==> src/rtl/bp_be_clear_queue.sv <==
// rtl/bp_be_clear_queue.sv - in-order queue of writeback completions draining one scoreboard clear per cycle
// Options: BP_BE_CLEAR_QUEUE_BYPASS_EN (same-cycle clear when empty), BP_BE_CLEAR_QUEUE_OVERFLOW_FATAL (overflow assertion)
module bp_be_clear_queue #(
    parameter int num_wb_p          = 2,
    parameter int els_p             = 4,
    parameter int reg_addr_width_gp = 5,
    localparam int cnt_w_lp         = $clog2(els_p + 1),
    localparam int ptr_w_lp         = $clog2(els_p)
) (
    input  logic                                  clk_i,
    input  logic                                  reset_n_i,
    input  logic [num_wb_p-1:0]                   wb_v_i,
    input  logic [num_wb_p*reg_addr_width_gp-1:0] wb_rd_i,
    output logic                                  ready_o,
    output logic                                  clear_v_o,
    output logic [reg_addr_width_gp-1:0]          clear_rd_o,
    output logic [cnt_w_lp-1:0]                   count_o,
    output logic                                  overflow_o
);
    typedef logic [reg_addr_width_gp-1:0] rd_t;

    rd_t [els_p-1:0]     mem_q, mem_d;
    logic [ptr_w_lp-1:0] rd_ptr_q, rd_ptr_d, wr_ptr_q, wr_ptr_d;
    logic [cnt_w_lp-1:0] count_q, count_d, n_enq;
    logic                overflow_q, overflow_d;
    logic [num_wb_p-1:0] keep, enq_mask;
    logic                deq, byp_v;
    rd_t                 byp_rd;

    // Writes to x0 never need a scoreboard clear.
    always_comb begin
        keep = '0;
        for (int i = 0; i < num_wb_p; i++) begin
            keep[i] = wb_v_i[i] && (wb_rd_i[i*reg_addr_width_gp +: reg_addr_width_gp] != '0);
        end
    end

`ifdef BP_BE_CLEAR_QUEUE_BYPASS_EN
    // Lowest-index survivor skips the empty queue; keep & (keep-1) drops exactly that source.
    always_comb begin
        byp_v    = (count_q == '0) && (|keep);
        byp_rd   = '0;
        for (int i = num_wb_p - 1; i >= 0; i--) begin
            if (keep[i]) byp_rd = rd_t'(wb_rd_i[i*reg_addr_width_gp +: reg_addr_width_gp]);
        end
        enq_mask = byp_v ? (keep & (keep - num_wb_p'(1))) : keep;
    end
`else
    assign byp_v    = 1'b0;
    assign byp_rd   = '0;
    assign enq_mask = keep;
`endif

    assign ready_o = (count_q <= cnt_w_lp'(els_p - num_wb_p));
    assign deq     = (count_q != '0);

    always_comb begin
        mem_d = mem_q;
        n_enq = '0;
        for (int i = 0; i < num_wb_p; i++) begin
            if (ready_o && enq_mask[i]) begin
                mem_d[wr_ptr_q + ptr_w_lp'(n_enq)] =
                    rd_t'(wb_rd_i[i*reg_addr_width_gp +: reg_addr_width_gp]);
                n_enq = n_enq + cnt_w_lp'(1);
            end
        end
        count_d    = count_q + n_enq - cnt_w_lp'(deq);
        rd_ptr_d   = rd_ptr_q + ptr_w_lp'(deq);
        wr_ptr_d   = wr_ptr_q + ptr_w_lp'(n_enq);
        overflow_d = overflow_q | (!ready_o && (|keep));
    end

    always_ff @(posedge clk_i or negedge reset_n_i) begin
        if (!reset_n_i) begin
            mem_q      <= '0;
            rd_ptr_q   <= '0;
            wr_ptr_q   <= '0;
            count_q    <= '0;
            overflow_q <= 1'b0;
        end else begin
            mem_q      <= mem_d;
            rd_ptr_q   <= rd_ptr_d;
            wr_ptr_q   <= wr_ptr_d;
            count_q    <= count_d;
            overflow_q <= overflow_d;
        end
    end

    assign clear_v_o  = deq | byp_v;
    assign clear_rd_o = deq ? mem_q[rd_ptr_q] : byp_rd;
    assign count_o    = count_q;
    assign overflow_o = overflow_q;

`ifdef BP_BE_CLEAR_QUEUE_OVERFLOW_FATAL
    overflow_a: assert property (@(posedge clk_i) disable iff (!reset_n_i) !( !ready_o && (|keep)))
        else $fatal(1, "bp_be_clear_queue: completion dropped while not ready");
`endif
endmodule

==> config.mk <==
export PLATFORM = sky130hd
export DESIGN_NAME = bp_be_clear_queue
export DESIGN_NICKNAME = d
export VERILOG_FILES = /design/src/rtl/bp_be_clear_queue.sv
export SDC_FILE = /design/constraint.sdc
export NUM_CORES = 1
export LEC_CHECK = 0
export BUFFER_PORTS_ARGS = -buffer_cell sky130_fd_sc_hd__buf_2
export CORE_UTILIZATION = 61
export DETAILED_ROUTE_END_ITERATION = 8
export GPL_ROUTABILITY_DRIVEN = 1
export HOLD_SLACK_MARGIN = 0.02
export PLACE_DENSITY = 0.93
export SLEW_MARGIN = 20
export SYNTH_ARGS = -nofsm -noshare
export SYNTH_HDL_FRONTEND = slang
export SYNTH_SLANG_ARGS = --single-unit
==> constraint.sdc <==
create_clock -name clk_i -period 4.85 [get_ports clk_i]
set_input_delay 0.97 -clock clk_i [delete_from_list [all_inputs] [get_ports clk_i]]
set_output_delay 0.97 -clock clk_i [all_outputs]
set_load 0.02 [all_outputs]
---- Word level (Yosys, flattened, before mapping) ----
Cells that the tools add are included.
storage, ports and cells
  memories ................................ 0
  bits in latches ......................... 0
  input bits .............................. 14
  bits in writable memories ............... 0
  output and inout bits ................... 11
  memory bits (read-only) ................. 0
  word-level logic and storage cells ...... 46
  register bits ........................... 28
cells by class
  shift-type cells ........................ 0
  muxes and demuxes ....................... 13
  $lt $le $gt $ge ......................... 6
  equality and inequality tests ........... 0
  $add $sub $neg .......................... 6
  $mul .................................... 0
  bitwise operators ....................... 1
  reductions and logical operators ........ 12
  div/mod/pow operators ................... 0
operators with widths
  operator               count
  $bwmux W20             2
  $mux W20               2
  $demux W5 S2           2
  $mux W5                4
  $bmux W5 S2            1
  $reduce_bool A5 Y1     2
  $lt A2 B3 Y1 const B   3
  $logic_and A1 B1 Y1    7
  $add A2 B2 Y2          2
  $ge A2 B1 Y1 const B   2
  $add A3 B1 Y3 const B  1
  $add A3 B3 Y3          1
  $le A3 B2 Y1 const B   1
  $mux W3                1
  $reduce_bool A3 Y1     1
  $sub A3 B1 Y3          1
  $add A2 B1 Y2          1
  $reduce_or A2 Y1       1
  $logic_not A1 Y1       1
  $mux W1                1
  $or A1 B1 Y1           1

---- Longest topological paths before layout ----
  depth after elaboration ................. 11
  depth in mapped cells ................... 12
  mapped depth without buffers ............ 12

---- Worst setup path after synthesis ----
No wires, ideal clock.
  path kind ............................... input-to-reg
  start point ............................. input wb_rd_i[1]
  end point ............................... register count_q[2], in the netlist count_o[2]
  arrival time ............................ 3.224 ns
  buffers on the path ..................... 0
  data required time ...................... 4.719 ns
  path slack .............................. 1.496 ns
  library setup time ...................... 0.131 ns
  stages on the path ...................... 12
  cells stage by stage .................... or4_4 -> o21ai_4 -> nor2_1 -> ha_1 -> inv_1 -> ha_1 -> inv_1 -> ha_1 -> inv_1 -> fa_1 -> xor2_1 -> xnor2_1
on the way
  longest elaborated chain between the ends .. 8
RTL lines
  element                  RTL line  RTL
  start: declaration       13        input logic [num_wb_p*reg_addr_width_gp-1:0] wb_rd_i,
  $reduce_bool A5 Y1 (*)   34        keep[i] = wb_v_i[i] && (wb_rd_i[i*reg_addr_width_gp +: reg_addr_width_gp] != '0);
  $logic_and A1 B1 Y1 (*)  34
  $logic_and A1 B1 Y1 (*)  61        if (ready_o && enq_mask[i]) begin
  $mux W1 (*)              61
  $add A3 B1 Y3            64        n_enq = n_enq + cnt_w_lp'(1);
  $mux W3 (*)              61
  $add A3 B3 Y3 (*)        67        count_d = count_q + n_enq - cnt_w_lp'(deq);
  $sub A3 B1 Y3 (*)        67
  net count_d[2]           24        logic [cnt_w_lp-1:0] count_q, count_d, n_enq;
  end signal: assignment   84        count_q <= count_d;
  end: declaration         24
Mark *: on every way through the listed nets, which the timed path passes. The rest lies on a longest branch.

---- Worst setup path after layout ----
  start point ............................. input wb_rd_i[6]
  end point ............................... register count_q[2], in the netlist count_o[2]
on the way
  longest elaborated chain between the ends .. 6
RTL lines
  element              RTL line
  $reduce_bool A5 Y1   34
  $logic_and A1 B1 Y1  34
  $logic_and A1 B1 Y1  61
  $mux W3              61
  $add A3 B3 Y3        67
  $sub A3 B1 Y3        67
  net count_d[2]       24
The timed path passes the listed nets, and every way through them passes these cells.

==> results by group <==
STA
  • Transition at the pin with the smallest max-transition slack: 0.881 ns
  • Worst slew slack as a fraction of its limit: 0.408
  • Final worst path period share: 0.679
  • Number of pins with negative max-slew slack in the final report: 0
  • Setup repair after global routing missed its margin: false
  • FMAX: 0.304 GHz
  • Time the final worst path needs with I/O delays and setup: 3.29 ns
  • Setup TNS: 0 ns
  • Total count of hold-check failures in the final report: 0
  • Worst setup slack after layout: 1.56 ns
  • Final setup violation count: 0
  • Clock tree skew after final layout: 0.00212 ns

Critical path
  • Critical path launch point type: input pin
  • Required time of the critical path: 5.08 ns
  • CP max FO: 5
  • Type of destination of the critical path: flip-flop
  • Critical Setup Path Class: in2reg
  • Crit path DAT: 3.53 ns

Logic synthesis
  • Per-instance average area after synthesis: 11.4 sq um
  • Total nets after synthesis: 170
  • Post-Syn Area: 1700 sq um
  • Synth Register Bits: 28
  • Post-synth EDFFs: 0
  • Most numerous cell in the Yosys netlist: sky130_fd_sc_hd__dfrtp_1
  • Main flop type after synthesis: sky130_fd_sc_hd__dfrtp_1
  • Top post-synthesis cells by count: 28 x sky130_fd_sc_hd__dfrtp_1, 20 x sky130_fd_sc_hd__mux2i_1, 20 x sky130_fd_sc_hd__nand2_1, 20 x sky130_fd_sc_hd__o21ai_1, 7 x sky130_fd_sc_hd__inv_1
  • Largest cells by area after synthesis: sky130_fd_sc_hd__dfrtp_1 41%, sky130_fd_sc_hd__mux2i_1 12%, sky130_fd_sc_hd__mux4_2 6.6%, sky130_fd_sc_hd__o21ai_1 5.9%, sky130_fd_sc_hd__ha_1 4.4%
  • Distinct cell type count after synthesis: 31
  • Number of synthesis warnings: 0
  • Top cell type by total area after synthesis: sky130_fd_sc_hd__dfrtp_1
  • Synthesized instance count: 149
  • Proportion of synthesized chip area in sequential cells: 0.412
  • Synth async-reset ratio: 1.00
  • Share of the synthesized area in the top cell type: 0.412

Clock tree
  • Quantity of gates resized following cts: 0
  • Hold-fix buffers, CTS: 0
  • Clock Tree Root: sky130_fd_sc_hd__clkbuf_4
  • Number of buffers created by CTS: 3
  • Setup Buffers After CTS: 0
  • Clock tree from TritonCTS: built
  • Insertion delay to the later sink of the worst-skew pair: 0.33 ns
  • Maximum number of buffers from clock root to sink: 2
  • Clock net sink count: 28
  • Number of levels in the clock H-tree: 1
  • Clock slew seen by the registers of the worst setup and hold paths: 0.15 ns

Drt
  • Total length of routed met3 wires: 192 um
  • Remaining DRCs: 0
  • Total via count in the routed design: 1260
  • Detailed-router iteration count before antenna repair: 4
  • Via density: 6.21
  • Detailed-route wire length: 3720 um
  • Uppermost routed layer: met4
  • Routed wire length on met2: 1930 um
  • Initial detailed-routing violation count: 24
  • Sum of routed wire segments on met1: 1510 um
  • Number of nets still failing antenna checks after routing: 0
  • Post-DR wirelength/cell: 18.3 um

Global routing
  • Pin count of the biggest net entering global routing: 29
  • Vias in the first global route: 1265
  • Total routing resource utilization after global routing: 0.288
  • Number of antenna violations at the first check in global routing: 0
  • Remaining global-route overflow: 0
  • First-pass GRT wire length: 5840 um

Floorplan
  • Die ar.: 3000 sq um
  • Die span in y: 54.8 um
  • Initial Util: 0.668
  • Placement Rows: 18
  • Core area: 2540 sq um
  • Die Span X: 54.8 um
  • Number of top-level pins: 25

Pwr
  • IR drop worst, VDD: 0.486 mV
  • Static Leakage: 0.791 nW
  • Power per standard cell area: 667 nW/um^2

Finish
  • Net count, final: 195
  • Area growth from synthesis to layout: 11.4%
  • Share of post-route cells with drive strength above 1: 0.289
  • Number of diodes: 0

Placement
  • Routability-driven placement congestion ratio: 0.853
  • Count of buffers from port buffering: 24
  • Placement Setup Slack: 1.19 ns
  • HPWL reported at the end of detailed placement: 2760 um

Outcome
  • Run status: complete, no violations

Hold path
  • Hold crit path type: reg2reg

Job
  • Number of maximum-capacitance constraint violations: 0
## cell families after synthesis
logic type | after synthesis | share of synthesized area
compound gates | 29 | 0.123
xor+xnor | 5 | 0.0258
fa+ha+maj | 7 | 0.0560
buf+inv | 13 | 0.0295
flops | 28 | 0.412
mux | 29 | 0.232
simple gates | 38 | 0.121
## per-layer routing
| layer | up-vias | track usage |
|---|---|---|
| met3 | 14 | 0.0556 |
| met4 | 0 | 0.137 |
| met1 | 614 | 0.350 |
| li1 | 580 | - |
| met5 | - | 0 |
| met2 | 52 | 0.486 |
## registers in the layout (all words and copies together), names as in the netlist
register    flops
mem_q          20
wr_ptr_q        2
count_o         3
overflow_o      1
rd_ptr_q        2
## stage by stage
stage / cell area, sq um / util / hold slack [ns] / power [W] / cells
after CTS: 1890 / 0.744 / 0.494 / 0.00127 / 203
after global routing: 1890 / 0.744 / 0.524 / 0.00135 / 203
after detailed placement: 1840 / 0.723 / 0.461 / 0.00111 / 199
final: 1890 / 0.744 / 0.485 / 0.00126 / 203
after global placement: 1840 / 0.723 / 0.452 / 0.00106 / 199
after floorplan: 1700 / - / 0.464 / 0.000934 / 149
## worst max-delay path, cell delays in order
cell and delay [ns]:
sky130_fd_sc_hd__buf_2 0.13, sky130_fd_sc_hd__or4_4 0.59, sky130_fd_sc_hd__o21ai_0 0.26, sky130_fd_sc_hd__nor2_1 0.08, sky130_fd_sc_hd__ha_1 0.30, sky130_fd_sc_hd__inv_1 0.05, sky130_fd_sc_hd__ha_1 0.26, sky130_fd_sc_hd__inv_1 0.05
sky130_fd_sc_hd__ha_1 0.14, sky130_fd_sc_hd__inv_1 0.05, sky130_fd_sc_hd__fa_1 0.37, sky130_fd_sc_hd__xor2_1 0.16, sky130_fd_sc_hd__xnor2_1 0.12
## cells in the final DEF (no fill, tap or decap), types with 2 or more instances in the layout
cell and instances:
sky130_fd_sc_hd__nor4_2 2, sky130_fd_sc_hd__xnor2_1 3, sky130_fd_sc_hd__nor2_1 3, sky130_fd_sc_hd__dfrtp_1 28, sky130_fd_sc_hd__nand2_1 20, sky130_fd_sc_hd__buf_2 24, sky130_fd_sc_hd__mux2i_4 3, sky130_fd_sc_hd__o21ai_1 20
sky130_fd_sc_hd__xor2_1 2, sky130_fd_sc_hd__inv_1 7, sky130_fd_sc_hd__or4_4 2, sky130_fd_sc_hd__clkbuf_4 3, sky130_fd_sc_hd__mux2i_1 20, sky130_fd_sc_hd__mux4_2 5, sky130_fd_sc_hd__ha_1 6, sky130_fd_sc_hd__o2111ai_2 4
sky130_fd_sc_hd__nor2b_1 6
## power breakdown
group          internal (W)  leakage [nW]  switching [W]
clock network     0.0000836        0.0279      0.0000700
logic              0.000297         0.424       0.000357
registers          0.000348         0.339       0.000105
total              0.000729         0.791       0.000533
## final cells by class
cell class	instances	area [sq um]
clock inverter	1	30.0
fill	178	652
tap	30	37.5
clock buffer	3	22.5
multi-input combinational	108	948
inverter	9	33.8
sequential	28	701
timing repair buffer	24	120
## path summary, 6_finish.rpt
check	start	endpoint	slack, ns	cells after the start
max	wb_rd_i[6]	count_o[2]	1.56	13
min	overflow_o	overflow_o	0.48	1
max reg2reg	count_o[0]	count_o[2]	2.14	9
min reg2reg	overflow_o	overflow_o	0.48	1
max in group asynchronous	reset_n_i	rd_ptr_q[1]	3.82	1
min in group asynchronous	reset_n_i	wr_ptr_q[1]	0.62	1
Power figures use the tool's default switching activity.
